### src/rtl/ifetch_pkg.sv
// Shared widths, types and helpers for the instruction fetch stage.
package ifetch_pkg;

    localparam int INST_WIDTH      = 32;
    localparam int INST_ADDR_WIDTH = 32;

    typedef logic [INST_WIDTH-1:0]      inst_t;
    typedef logic [INST_ADDR_WIDTH-1:0] addr_t;

    localparam addr_t RESET_PC_DEFAULT = 32'h0000_0000;

    // Instructions are word aligned, so the low two bits of any target are dropped.
    function automatic addr_t align_pc(input addr_t pc);
        return pc & ~addr_t'(3);
    endfunction

endpackage

### src/rtl/ifetch_if.sv
// Bus bundle of the fetch stage: instruction-memory port, redirect input and IF/ID output.
interface ifetch_if;
    import ifetch_pkg::*;

    // imem: request accepted when imem_req_o & imem_gnt_i; responses return in order.
    // IF/ID: a word transfers when inst_valid_o & inst_ready_i; valid never depends on ready.
    logic  imem_req_o;
    addr_t imem_addr_o;
    logic  imem_gnt_i;
    logic  imem_rvalid_i;
    inst_t imem_rdata_i;
    logic  redirect_i;
    addr_t redirect_pc_i;
    logic  inst_valid_o;
    inst_t inst_o;
    addr_t inst_addr_o;
    logic  inst_ready_i;

    modport master (
        output imem_req_o, imem_addr_o, inst_valid_o, inst_o, inst_addr_o,
        input  imem_gnt_i, imem_rvalid_i, imem_rdata_i, redirect_i, redirect_pc_i, inst_ready_i
    );

    modport slave (
        input  imem_req_o, imem_addr_o, inst_valid_o, inst_o, inst_addr_o,
        output imem_gnt_i, imem_rvalid_i, imem_rdata_i, redirect_i, redirect_pc_i, inst_ready_i
    );

endinterface

### src/rtl/ifetch_buf.sv
// Allocate/fill/pop queue: entries are reserved at grant, filled by in-order responses,
// and popped in order once filled. Flush drops every entry in one cycle.
module ifetch_buf
    import ifetch_pkg::*;
#(
    parameter int DEPTH = 4,
    localparam int CW = $clog2(DEPTH + 1)
) (
    input  logic          clk,
    input  logic          rst,
    input  logic          flush,
    input  logic          alloc,
    input  addr_t         alloc_addr,
    input  logic          fill,
    input  inst_t         fill_data,
    input  logic          pop,
    output logic          head_filled,
    output addr_t         head_addr,
    output inst_t         head_data,
    output logic [CW-1:0] count,
    output logic [CW-1:0] pending
);

    localparam int PW = (DEPTH > 1) ? $clog2(DEPTH) : 1;
    typedef logic [PW-1:0] ptr_t;
    typedef logic [CW-1:0] cnt_t;

    addr_t            addr_q [DEPTH];
    inst_t            data_q [DEPTH];
    logic [DEPTH-1:0] filled_q;
    ptr_t             alloc_ptr;
    ptr_t             fill_ptr;
    ptr_t             pop_ptr;

    always_ff @(posedge clk) begin
        if (rst || flush) begin
            filled_q  <= '0;
            alloc_ptr <= '0;
            fill_ptr  <= '0;
            pop_ptr   <= '0;
            count     <= '0;
            pending   <= '0;
        end else begin
            if (alloc) begin
                filled_q[alloc_ptr] <= 1'b0;
                alloc_ptr           <= alloc_ptr + ptr_t'(1);
            end
            if (fill) begin
                filled_q[fill_ptr] <= 1'b1;
                fill_ptr           <= fill_ptr + ptr_t'(1);
            end
            if (pop) begin
                filled_q[pop_ptr] <= 1'b0;
                pop_ptr           <= pop_ptr + ptr_t'(1);
            end
            case ({alloc, pop})
                2'b10:   count <= count + cnt_t'(1);
                2'b01:   count <= count - cnt_t'(1);
                default: count <= count;
            endcase
            // Allocated but not yet filled: these are owed responses if a redirect hits.
            case ({alloc, fill})
                2'b10:   pending <= pending + cnt_t'(1);
                2'b01:   pending <= pending - cnt_t'(1);
                default: pending <= pending;
            endcase
        end
    end

    always_ff @(posedge clk) begin
        if (alloc) addr_q[alloc_ptr] <= alloc_addr;
        if (fill)  data_q[fill_ptr]  <= fill_data;
    end

    assign head_filled = filled_q[pop_ptr];
    assign head_addr   = addr_q[pop_ptr];
    assign head_data   = data_q[pop_ptr];

endmodule

### src/rtl/ifetch.sv
// Fetch stage top: program counter, request issue, discard accounting for responses
// owed to flushed requests, and redirect control around the ifetch_buf queue.
module ifetch
    import ifetch_pkg::*;
#(
    parameter int    DEPTH    = 4,
    parameter addr_t RESET_PC = RESET_PC_DEFAULT,
    localparam int   CW       = $clog2(DEPTH + 1)
) (
    input  logic          clk,
    input  logic          rst,
    ifetch_if.master      bus,
    output logic [CW-1:0] dbg_count,
    output logic [CW-1:0] dbg_discard,
    output addr_t         dbg_fetch_pc
);

    typedef logic [CW-1:0] cnt_t;
    typedef logic [CW:0]   ext_t;

    localparam ext_t DEPTH_W = ext_t'(DEPTH);

    addr_t fetch_pc;
    cnt_t  count;
    cnt_t  pending;
    cnt_t  discard;
    cnt_t  discard_next;
    ext_t  inflight;
    ext_t  discard_sum;
    logic  grant;
    logic  fill;
    logic  pop;
    logic  head_filled;

    // Issue credit uses registered occupancy only; a same-cycle pop frees space next cycle.
    assign inflight        = ext_t'(count) + ext_t'(discard);
    assign bus.imem_req_o  = ~rst & ~bus.redirect_i & (inflight < DEPTH_W);
    assign bus.imem_addr_o = fetch_pc;
    assign grant           = bus.imem_req_o & bus.imem_gnt_i;
    assign fill            = bus.imem_rvalid_i & ~bus.redirect_i & (discard == '0);

    assign bus.inst_valid_o = head_filled & ~bus.redirect_i;
    assign pop              = bus.inst_valid_o & bus.inst_ready_i;

    always_ff @(posedge clk) begin
        if (rst) begin
            fetch_pc <= RESET_PC;
        end else if (bus.redirect_i) begin
            fetch_pc <= align_pc(bus.redirect_pc_i);
        end else if (grant) begin
            fetch_pc <= fetch_pc + addr_t'(4);
        end
    end

    // On redirect every unfilled entry becomes an owed response; one arriving now is dropped.
    always_comb begin
        discard_next = discard;
        discard_sum  = ext_t'(discard) + ext_t'(pending) - ext_t'(bus.imem_rvalid_i);
        if (bus.redirect_i) begin
            discard_next = discard_sum[CW-1:0];
        end else if (bus.imem_rvalid_i && (discard != '0)) begin
            discard_next = discard - cnt_t'(1);
        end
    end

    always_ff @(posedge clk) begin
        if (rst) begin
            discard <= '0;
        end else begin
            discard <= discard_next;
        end
    end

    ifetch_buf #(.DEPTH(DEPTH)) u_buf (
        .clk         (clk),
        .rst         (rst),
        .flush       (bus.redirect_i),
        .alloc       (grant),
        .alloc_addr  (fetch_pc),
        .fill        (fill),
        .fill_data   (bus.imem_rdata_i),
        .pop         (pop),
        .head_filled (head_filled),
        .head_addr   (bus.inst_addr_o),
        .head_data   (bus.inst_o),
        .count       (count),
        .pending     (pending)
    );

    assign dbg_count    = count;
    assign dbg_discard  = discard;
    assign dbg_fetch_pc = fetch_pc;

endmodule

### src/flat_wrapper.sv
// flat-port wrapper written by rule: the top's interface ports become plain ports
module ifetch_flat import ifetch_pkg::*;
#(
    parameter int    DEPTH    = 4,
    parameter addr_t RESET_PC = RESET_PC_DEFAULT,
    localparam int   CW       = $clog2(DEPTH + 1)
)
  (clk, rst, dbg_count, dbg_discard, dbg_fetch_pc, bus_imem_req_o, bus_imem_addr_o, bus_inst_valid_o, bus_inst_o, bus_inst_addr_o, bus_imem_gnt_i, bus_imem_rvalid_i, bus_imem_rdata_i, bus_redirect_i, bus_redirect_pc_i, bus_inst_ready_i);
  ifetch_if bus_i ();
  input  logic clk;
  input  logic rst;
  output logic [CW-1:0] dbg_count;
  output logic [CW-1:0] dbg_discard;
  output addr_t dbg_fetch_pc;
  output wire logic [$bits(bus_i.imem_req_o)-1:0] bus_imem_req_o;
  output wire logic [$bits(bus_i.imem_addr_o)-1:0] bus_imem_addr_o;
  output wire logic [$bits(bus_i.inst_valid_o)-1:0] bus_inst_valid_o;
  output wire logic [$bits(bus_i.inst_o)-1:0] bus_inst_o;
  output wire logic [$bits(bus_i.inst_addr_o)-1:0] bus_inst_addr_o;
  input wire logic [$bits(bus_i.imem_gnt_i)-1:0] bus_imem_gnt_i;
  input wire logic [$bits(bus_i.imem_rvalid_i)-1:0] bus_imem_rvalid_i;
  input wire logic [$bits(bus_i.imem_rdata_i)-1:0] bus_imem_rdata_i;
  input wire logic [$bits(bus_i.redirect_i)-1:0] bus_redirect_i;
  input wire logic [$bits(bus_i.redirect_pc_i)-1:0] bus_redirect_pc_i;
  input wire logic [$bits(bus_i.inst_ready_i)-1:0] bus_inst_ready_i;
  assign bus_imem_req_o = bus_i.imem_req_o;
  assign bus_imem_addr_o = bus_i.imem_addr_o;
  assign bus_inst_valid_o = bus_i.inst_valid_o;
  assign bus_inst_o = bus_i.inst_o;
  assign bus_inst_addr_o = bus_i.inst_addr_o;
  assign bus_i.imem_gnt_i = bus_imem_gnt_i;
  assign bus_i.imem_rvalid_i = bus_imem_rvalid_i;
  assign bus_i.imem_rdata_i = bus_imem_rdata_i;
  assign bus_i.redirect_i = bus_redirect_i;
  assign bus_i.redirect_pc_i = bus_redirect_pc_i;
  assign bus_i.inst_ready_i = bus_inst_ready_i;
  ifetch #(.DEPTH(DEPTH), .RESET_PC(RESET_PC)) u_core (.clk(clk), .rst(rst), .bus(bus_i), .dbg_count(dbg_count), .dbg_discard(dbg_discard), .dbg_fetch_pc(dbg_fetch_pc));
endmodule
### config.mk
export PLATFORM = sky130hd
export DESIGN_NAME = ifetch_flat
export DESIGN_NICKNAME = d
export VERILOG_FILES = /design/src/rtl/ifetch_pkg.sv /design/src/rtl/ifetch_if.sv /design/src/rtl/ifetch_buf.sv /design/src/rtl/ifetch.sv /design/src/flat_wrapper.sv
export SDC_FILE = /design/constraint.sdc
export NUM_CORES = 1
export LEC_CHECK = 0
export ABC_AREA = 1
export CORE_MARGIN = 8
export CORE_UTILIZATION = 40
export CTS_CLUSTER_DIAMETER = 80
export CTS_CLUSTER_SIZE = 24
export DETAILED_ROUTE_END_ITERATION = 12
export SETUP_SLACK_MARGIN = 0.1
export SKIP_LAST_GASP = 1
export SLEW_MARGIN = 0
export SYNTH_ARGS = -nofsm -noshare
export SYNTH_HDL_FRONTEND = slang
export SYNTH_SLANG_ARGS = --single-unit
### constraint.sdc
create_clock -name clk -period 2.8 [get_ports clk]
set_input_delay 0.56 -clock clk [delete_from_list [all_inputs] [get_ports clk]]
set_output_delay 0.56 -clock clk [all_outputs]
set_load 0.02 [all_outputs]
======== After elaboration in Yosys (flattened, before gate mapping) ========
Memory sizes are Yosys's and may differ from the RTL's. A register that Yosys moved wholly into a read port is not among the register bits.
Cells that the tools add are included.
Widths: inputs -> output; s select.
operators by class
  add/subtract/negate cells ............... 12
  multipliers ............................. 0
  div/mod/pow operators ................... 0
  order comparisons ....................... 7
  eq/ne operators ......................... 4
  shifts and indexed selects .............. 0
  mux-type cells .......................... 27
  bitwise gates (word level) .............. 14
  reduce and logical (&&, ||, !) cells .... 12
operators by type and width
  cell                   number
  $mux 32                2
  $add 32x3->32 const B  1
  $mux 4                 5
  $pmux 3 s2             2
  $lt 2x3->1 const B     3
  $sub 3x1->3 const B    3
  $and 4x4->4            2
  $mux 1                 8
  $mux 2                 4
  $not 4->4              2
  $reduce_bool 2->1      4
  $and 1x1->1            7
  $add 2x1->2 const B    3
  $add 3x1->3 const B    2
  $demux 1 s2            3
  $ge 2x1->1 const B     3
  $mux 3                 2
  $add 3x3->4            1
  $eq 2x1->1 const B     2
  $eq 2x2->1 const B     2
  $logic_and 1x1->1      4
  $lt 4x3->1 const B     1
  $or 4x4->4             1
  $add 3x3->3            1
  7 further kinds        8
word-level totals
  register bits after elaboration ......... 51
  bits in latches ......................... 0
  RAM bits ................................ 256
  memory bits (read-only) ................. 0
  input port bits ......................... 70
  output and inout port bits .............. 136
  logic and storage cells ................. 87
  memories ................................ 2
memory list
  name                 words  width  rd ports  clocked after Yosys merged registers in  wr ports  line              RTL
  u_core.u_buf.addr_q  4      32     1         1                                        1         ifetch_buf.sv:28  addr_t addr_q [DEPTH];
  u_core.u_buf.data_q  4      32     1         1                                        1         ifetch_buf.sv:29  inst_t data_q [DEPTH];

======== Depth between registers and ports, before layout ========
Gate-level depths: netlist of run 1.
  depth after elaboration ................. 13
  gate-level depth with buffers ........... 14
  depth with buffers taken out ............ 14

======== Cells and area by module ========
Synthesis of run 1 repeated with hierarchy kept, for this count alone.
second synthesis, totals
  cells, all modules ...................... 1225
  area, all modules ....................... 13321.5 um2
modules (own cells, without submodules)
  module      instances  cells each  area an instance (um2)  seq. area each (um2)
  ifetch_buf  1          752         10492.6                 8047.7
  ifetch      1          473         2829.0                  660.6

======== Least setup slack after synthesis of run 1 ========
No wires, ideal clock.
  path kind ............................... register to register
  start point ............................. reg u_core.discard[2] (netlist: u_core.dbg_discard[2])
  end point ............................... mem u_core.u_buf.addr_q[3][10] (netlist name) (enable)
  library setup time ...................... 418 ps
  arrival time ............................ 2852 ps
  required time ........................... 2382 ps
  slack ................................... -470 ps
  cell stages (with the launch flop) ...... 8
  buffers on the path ..................... 1
  period minus slack after synthesis ...... 3270 ps
  cell sequence ........................... dfxtp_1 > ha_1 > nor2_1 > nand2_1 > nor2_2 > nand2_1 > buf_2 > nor2_1
between the ends
  word-level cells in the longest chain between the ends .. 6
ends and longest elaborated chain
  item                          line                RTL
  start, declared               ifetch.sv:26        cnt_t discard;
  start signal, assigned        ifetch.sv:70        discard <= discard_next;
  $add 3x3->4                   ifetch.sv:36        assign inflight = ext_t'(count) + ext_t'(discard);
  $lt 4x3->1                    ifetch.sv:37        assign bus.imem_req_o = ~rst & ~bus.redirect_i & (inflight < DEPTH_W);
  $and 1x1->1                   ifetch.sv:37
  via bus_imem_req_o            flat_wrapper.sv:15  output wire logic [$bits(bus_i.imem_req_o)-1:0] bus_imem_req_o;
  $and 1x1->1                   ifetch.sv:39        assign grant = bus.imem_req_o & bus.imem_gnt_i;
  $mux 1                        ifetch_buf.sv:71    if (alloc) addr_q[alloc_ptr] <= alloc_addr;
  $mux 1 (not written as such)  ifetch_buf.sv:71
  end, declared                 ifetch_buf.sv:28
The timed path passes the listed nets, and every way through them passes these cells.

==> results.toml, run 1 <==
[timing]
finalHoldViolCount = 0
fin_crit_ns = 2.53
fin_worst_skew_ns = 0.0153
finalSetupViolCount = 0
grt_setup_unrepaired = "no"
fmax_mhz = 395
period_share_pct = 90.4
tightest_slew_ns = 0.610
tns_ns = 0
finalMaxSlewViolations = 0
slew_headroom_pct = 59.3

[power_and_ir_drop]
power_density_nw_per_um2 = 540
ir_worst_vdd_uv = 291
finalPower_mw = 8.62
leakagePower_nw = 5.74

[route]
ant_nets = 0
viasPerCell = 5.09
dr.first_iter.drc_count = 460
wl_per_cell_um = 19.0
drt-total-wl_um = 34100
drc = 0
drtPass1Iterations = 5
via_count = 9120

[global_routing]
antenna_found_initial = 1
grt_max_degree = 47
track_usage_pct = 17.4
overflow = 0
grt_pass1_wl_um = 52300
grt_pass1_vias = 8829

[clocking]
cts_root_buf = "clkbuf_16"
cts-buffers-inserted = 17
cts_tree = "yes"
clk-insertion-delay-late_ns = 0.50
clk_pin_slew_ns = 0.09
cts.sinks = 299
cts_hold_buf = 0
htree_num_levels = 1
clk_path_buf_depth = 3

[layout]
layout.nets = 1473
final_area_um2 = 16000
drive_above_1_share_pct = 6.05
final_util_pct = 50.5
fin_cells = 1790
final_cell_mix = "edfxtp_1 (248), nor2_1 (201), nand2_1 (169), o21ai_0 (156), clkdlybuf4s50_1 (133)"
layout_commonest_cell = "edfxtp_1"
antenna_cells = 0
area_delta_synth_final_pct = 24.2

[floorplan]
core_um2 = 31600
io_pins = 206
floorplan.initialDensity_pct = 40.6
fp.dieArea_um2 = 38100
fp-row-count = 65
die_h_um = 195
dieWidth_um = 195

[yosys]
syn_inst = 1200
ys_seq_area_share_pct = 65.9
avgSynthCellArea_um2 = 10.7
ys_warn_count = 0
netlist_area_um2 = 12900
synthDistinctLibCells = 30
synth-seq-cells = 299

[worst_setup_path]
startpoint_type = "flop"
ff2ff_path_depth = 11
crit_required_ns = 2.24
critical_path_class = "flop to primary output"
end_kind = "primary output"
cp_max_fo = 46
critical_path_arrival_ns = 1.97

[placed_design]
gp_congestion = 0.876
place.port_buffers = 197
dpl.hpwl_um = 23000
placed_area_um2 = 15400
dp.cells = 1758

[worst_hold_path]
hold_class = "flop to flop"
min_path_cells = 1

[flow_run]
drv_cap = 0

[status]
status = "finished, final reports clean"
cells in the mapped netlist (all sizes together):
library cell / number / area (µm²)
nand3b: 6 / 45.0
a22oi: 1 / 7.51
buf: 45 / 328
o211ai: 5 / 37.5
fa: 3 / 60.1
conb: 1 / 3.75
inv: 81 / 304
o21bai: 2 / 15.0
nand2: 170 / 641
o22ai: 62 / 388
dfxtp: 51 / 1020
nor2: 209 / 795
ha: 22 / 275
nand3: 34 / 170
nor3: 1 / 16.3
xor2: 5 / 43.8
a31oi: 3 / 18.8
a21oi: 37 / 185
nand4: 3 / 18.8
o21ai: 157 / 786
xnor2: 8 / 70.1
edfxtp: 248 / 7450
clkbuf: 45 / 169
o21a: 1 / 7.51
worst paths after layout:
kind	from	end	slack, ns
worst max-delay path	flop	bus_inst_addr_o[20]	0.27
worst min-delay path	u_core.u_buf.pending[2]	u_core.u_buf.pending[2]	0.49
worst max register to register	u_core.dbg_discard[2]	u_core.u_buf.pending[2]	0.41
worst min register to register	u_core.u_buf.pending[2]	u_core.u_buf.pending[2]	0.49
cell type report:
class,instances,area (µm²)
fillers,2851,15700
clock inverters,5,75.1
well taps,402,503
inverters,81,305
repair buffers,244,2510
multi-input cells,735,3650
flip-flops and latches,299,8470
clock buffers,24,452
flip-flops by register name, indices dropped and copies added (netlist names), named ones only:
signal and flops:
u_core.u_buf.fill_ptr 2, u_core.bus.imem_addr_o 30, u_core.u_buf.pending 3, u_core.u_buf.alloc_ptr 2
u_core.u_buf.pop_ptr 2, u_core.u_buf.count 3, u_core.u_buf.addr_q 120, u_core.u_buf.filled_q 4
u_core.dbg_discard 3, u_core.u_buf.data_q 128
power by group:
group          total [mW]  switching, mW  internal (mW)
Combinational       0.926          0.525          0.400
Sequential           5.02          0.106           4.92
Clock                2.67           1.41           1.26
per-stage QoR:
step           hold slack (ns)  setup slack [ns]
6_report                 0.490             0.268
3_3_place_gp             0.471            0.0561
4_1_cts                  0.490           -0.0343
5_1_grt                  0.512             0.121
3_5_place_dp             0.466            0.0535
2_1_floorplan            0.443            0.0491
critical path: stages, from the launching register on:
cell           delay (ns)
dfxtp_4              0.45
clkinv_2             0.15
buf_12               0.20
o21ai_0              0.19
o22ai_1              0.11
dlygate4sd2_1        0.34
routing by layer:
| layer | wire length (µm) | vias up | track usage, % |
|---|---|---|---|
| met2 | 16600 | 274 | 30.4 |
| met3 | 1980 | 38 | 2.72 |
| met4 | 527 | 2 | 3.43 |
| met5 | 13 | - | 0 |
| met1 | 14900 | 4354 | 22.5 |
| li1 | - | 4452 | - |
cells by family after synthesis:
logic type	share of synthesized area, %
and+or+nand+nor	13.1
xor gates and xnor gates	0.886
DFF	65.9
adders and majority gates	2.61
AOI/OAI and AO/OA	11.2
other	0.0292
buffers and inverters	6.23
what timing repair did:
item | 4_1_cts | 5_1_grt
setup buffers | 2 | 0
setup endpoints to repair | 62 | 6
gates cloned | 1 | 0
pin swaps | 0 | 0
gates resized for setup | 60 | 6
(Power assumes the default switching activity.)
==> run 2, diff against run 1 <==
--- a/config.mk
+++ b/config.mk
@@ -11,7 +11,8 @@
 export CTS_CLUSTER_DIAMETER = 80
 export CTS_CLUSTER_SIZE = 24
 export DETAILED_ROUTE_END_ITERATION = 12
-export SETUP_SLACK_MARGIN = 0.1
+export HOLD_SLACK_MARGIN = 0.12
+export SETUP_SLACK_MARGIN = 0.15
 export SKIP_LAST_GASP = 1
 export SLEW_MARGIN = 0
 export SYNTH_ARGS = -nofsm -noshare
==> results.toml, run 2 (synthesis results as in run 1) <==
[power_and_ir_drop]
leakagePower_nw = 5.71
power_density_nw_per_um2 = 546
ir_worst_vdd_uv = 425
finalPower_mw = 8.70

[timing]
fin_worst_skew_ns = 0.0224
fin_crit_ns = 2.69
slew_headroom_pct = 58.1
finalSetupViolCount = 0
period_share_pct = 95.9
finalMaxSlewViolations = 0
grt_setup_unrepaired = "yes"
fmax_mhz = 372
finalHoldViolCount = 0
tightest_slew_ns = 0.626
worst_slack_ns = 0.114
tns_ns = 0

[layout]
final_cell_mix = "edfxtp_1 (248), nor2_1 (201), nand2_1 (169), o21ai_0 (156), clkdlybuf4s50_1 (134)"
layout.nets = 1476
antenna_cells = 0
layout_commonest_cell = "edfxtp_1"
fin_cells = 1793
area_delta_synth_final_pct = 23.9
drive_above_1_share_pct = 8.20
fill_cells = 2883
regMostFlops = "u_core.u_buf.data_q"
largest_register_ffs = 128

[floorplan]
fp.dieArea_um2 = 38100
io_pins = 206
core_um2 = 31600
die_h_um = 195
fp-row-count = 65
dieWidth_um = 195
floorplan.initialDensity_pct = 40.6

[global_routing]
track_usage_pct = 17.3
met2_usage_pct = 30.0
met1_usage_pct = 22.3
grt.met3_usage_pct = 3.25
grt_max_degree = 59
overflow = 0
antenna_found_initial = 1
grt_pass1_vias = 8902
grt_pass1_wl_um = 52000
grt-busiest-layer = "met2"

[placed_design]
detailedPlace.worstSlack_ns = 0.0187
dp.cells = 1763
dpl.hpwl_um = 23100
gp_congestion = 0.871
place.port_buffers = 197

[route]
drtPass1Iterations = 5
ant_nets = 0
via_count = 9102
dr.first_iter.drc_count = 622
wl_per_cell_um = 18.8
drc = 0
drt-total-wl_um = 33800
viasPerCell = 5.08

[clocking]
cts_tree = "yes"
cts-buffers-inserted = 18
clk_pin_slew_ns = 0.10
cts.sinks = 299
cts_hold_buf = 0
cts_root_buf = "clkbuf_16"
htree_num_levels = 1
clk-insertion-delay-late_ns = 0.52
clk_path_buf_depth = 3

[worst_setup_path]
cp_slowest_cell = "clkdlybuf4s50_1"
startpoint_type = "flop"
end_kind = "primary output"
critical_path_class = "flop to primary output"
crit_buf_inv = 2
crit_required_ns = 2.24
critical_path_arrival_ns = 2.13
cp_slowest_stage_delay_ns = 0.63
crit_family = "buffers and inverters"
cp_max_fo = 40
crit_path_cell_trace = "buf_8 > o21ai_0 > o22ai_1 > clkdlybuf4s50_1"

[worst_hold_path]
hold_class = "flop to flop"

[flow_run]
drv_cap = 0

[status]
status = "finished, final reports clean"
run 2: cell count changes in the layout (fill, tap and decap cells not counted), moves of 3 or more:
cell | before | now
dlygate4sd2_1 | 57 | 31
clkbuf_2 | 0 | 24
clkbuf_1 | 7 | 3
clkinv_1 | 0 | 3
run 2: area by class of cell:
cell class,count,area (µm²),area share [%]
Multi-Input combinational cell,735,3650,23.0
Tap cell,402,503,3.16
Timing Repair Buffer,246,2430,15.3
Sequential cell,299,8480,53.3
Clock buffer,21,462,2.90
Clock inverter,9,88.8,0.558
Inverter,81,305,1.92
run 2: path summary, 6_finish.rpt:
check	start	to	slack, ns	cells after the start
setup / recovery	flop	bus_inst_o[23]	0.11	4
hold / removal	u_core.u_buf.pending[2]	u_core.u_buf.pending[2]	0.48	1
setup reg to reg	u_core.dbg_discard[2]	u_core.u_buf.pending[2]	0.41	11
hold reg to reg	u_core.u_buf.pending[2]	u_core.u_buf.pending[2]	0.48	1
run 2: power breakdown:
part,switching [mW],internal [mW]
clock,1.50,1.24
sequential,0.106,4.92
combinational,0.527,0.399
total,2.14,6.56
run 2: what timing repair did:
action | CTS | global route
setup buffers | 0 | 0
resized for setup | 64 | 57
endpoints found under the setup margin | 64 | 33
run 2: metal layers:
layer | share of wire, % | routed length (µm)
met2 | 48 | 16300
met5 | 0.033 | 11
met4 | 1.4 | 480
met3 | 6.1 | 2060
met1 | 44 | 14900
run 2: per-stage QoR:
| step | hold slack [ns] | utilization (%) | cell area (µm²) |
|---|---|---|---|
| finish | 0.481 | 50.3 | 15900 |
| global route | 0.519 | 50.3 | 15900 |
| CTS | 0.486 | 50.5 | 16000 |
| detailed placement | 0.468 | 48.9 | 15500 |
| global placement | 0.474 | 48.9 | 15500 |
| floorplan | 0.443 | - | 12900 |
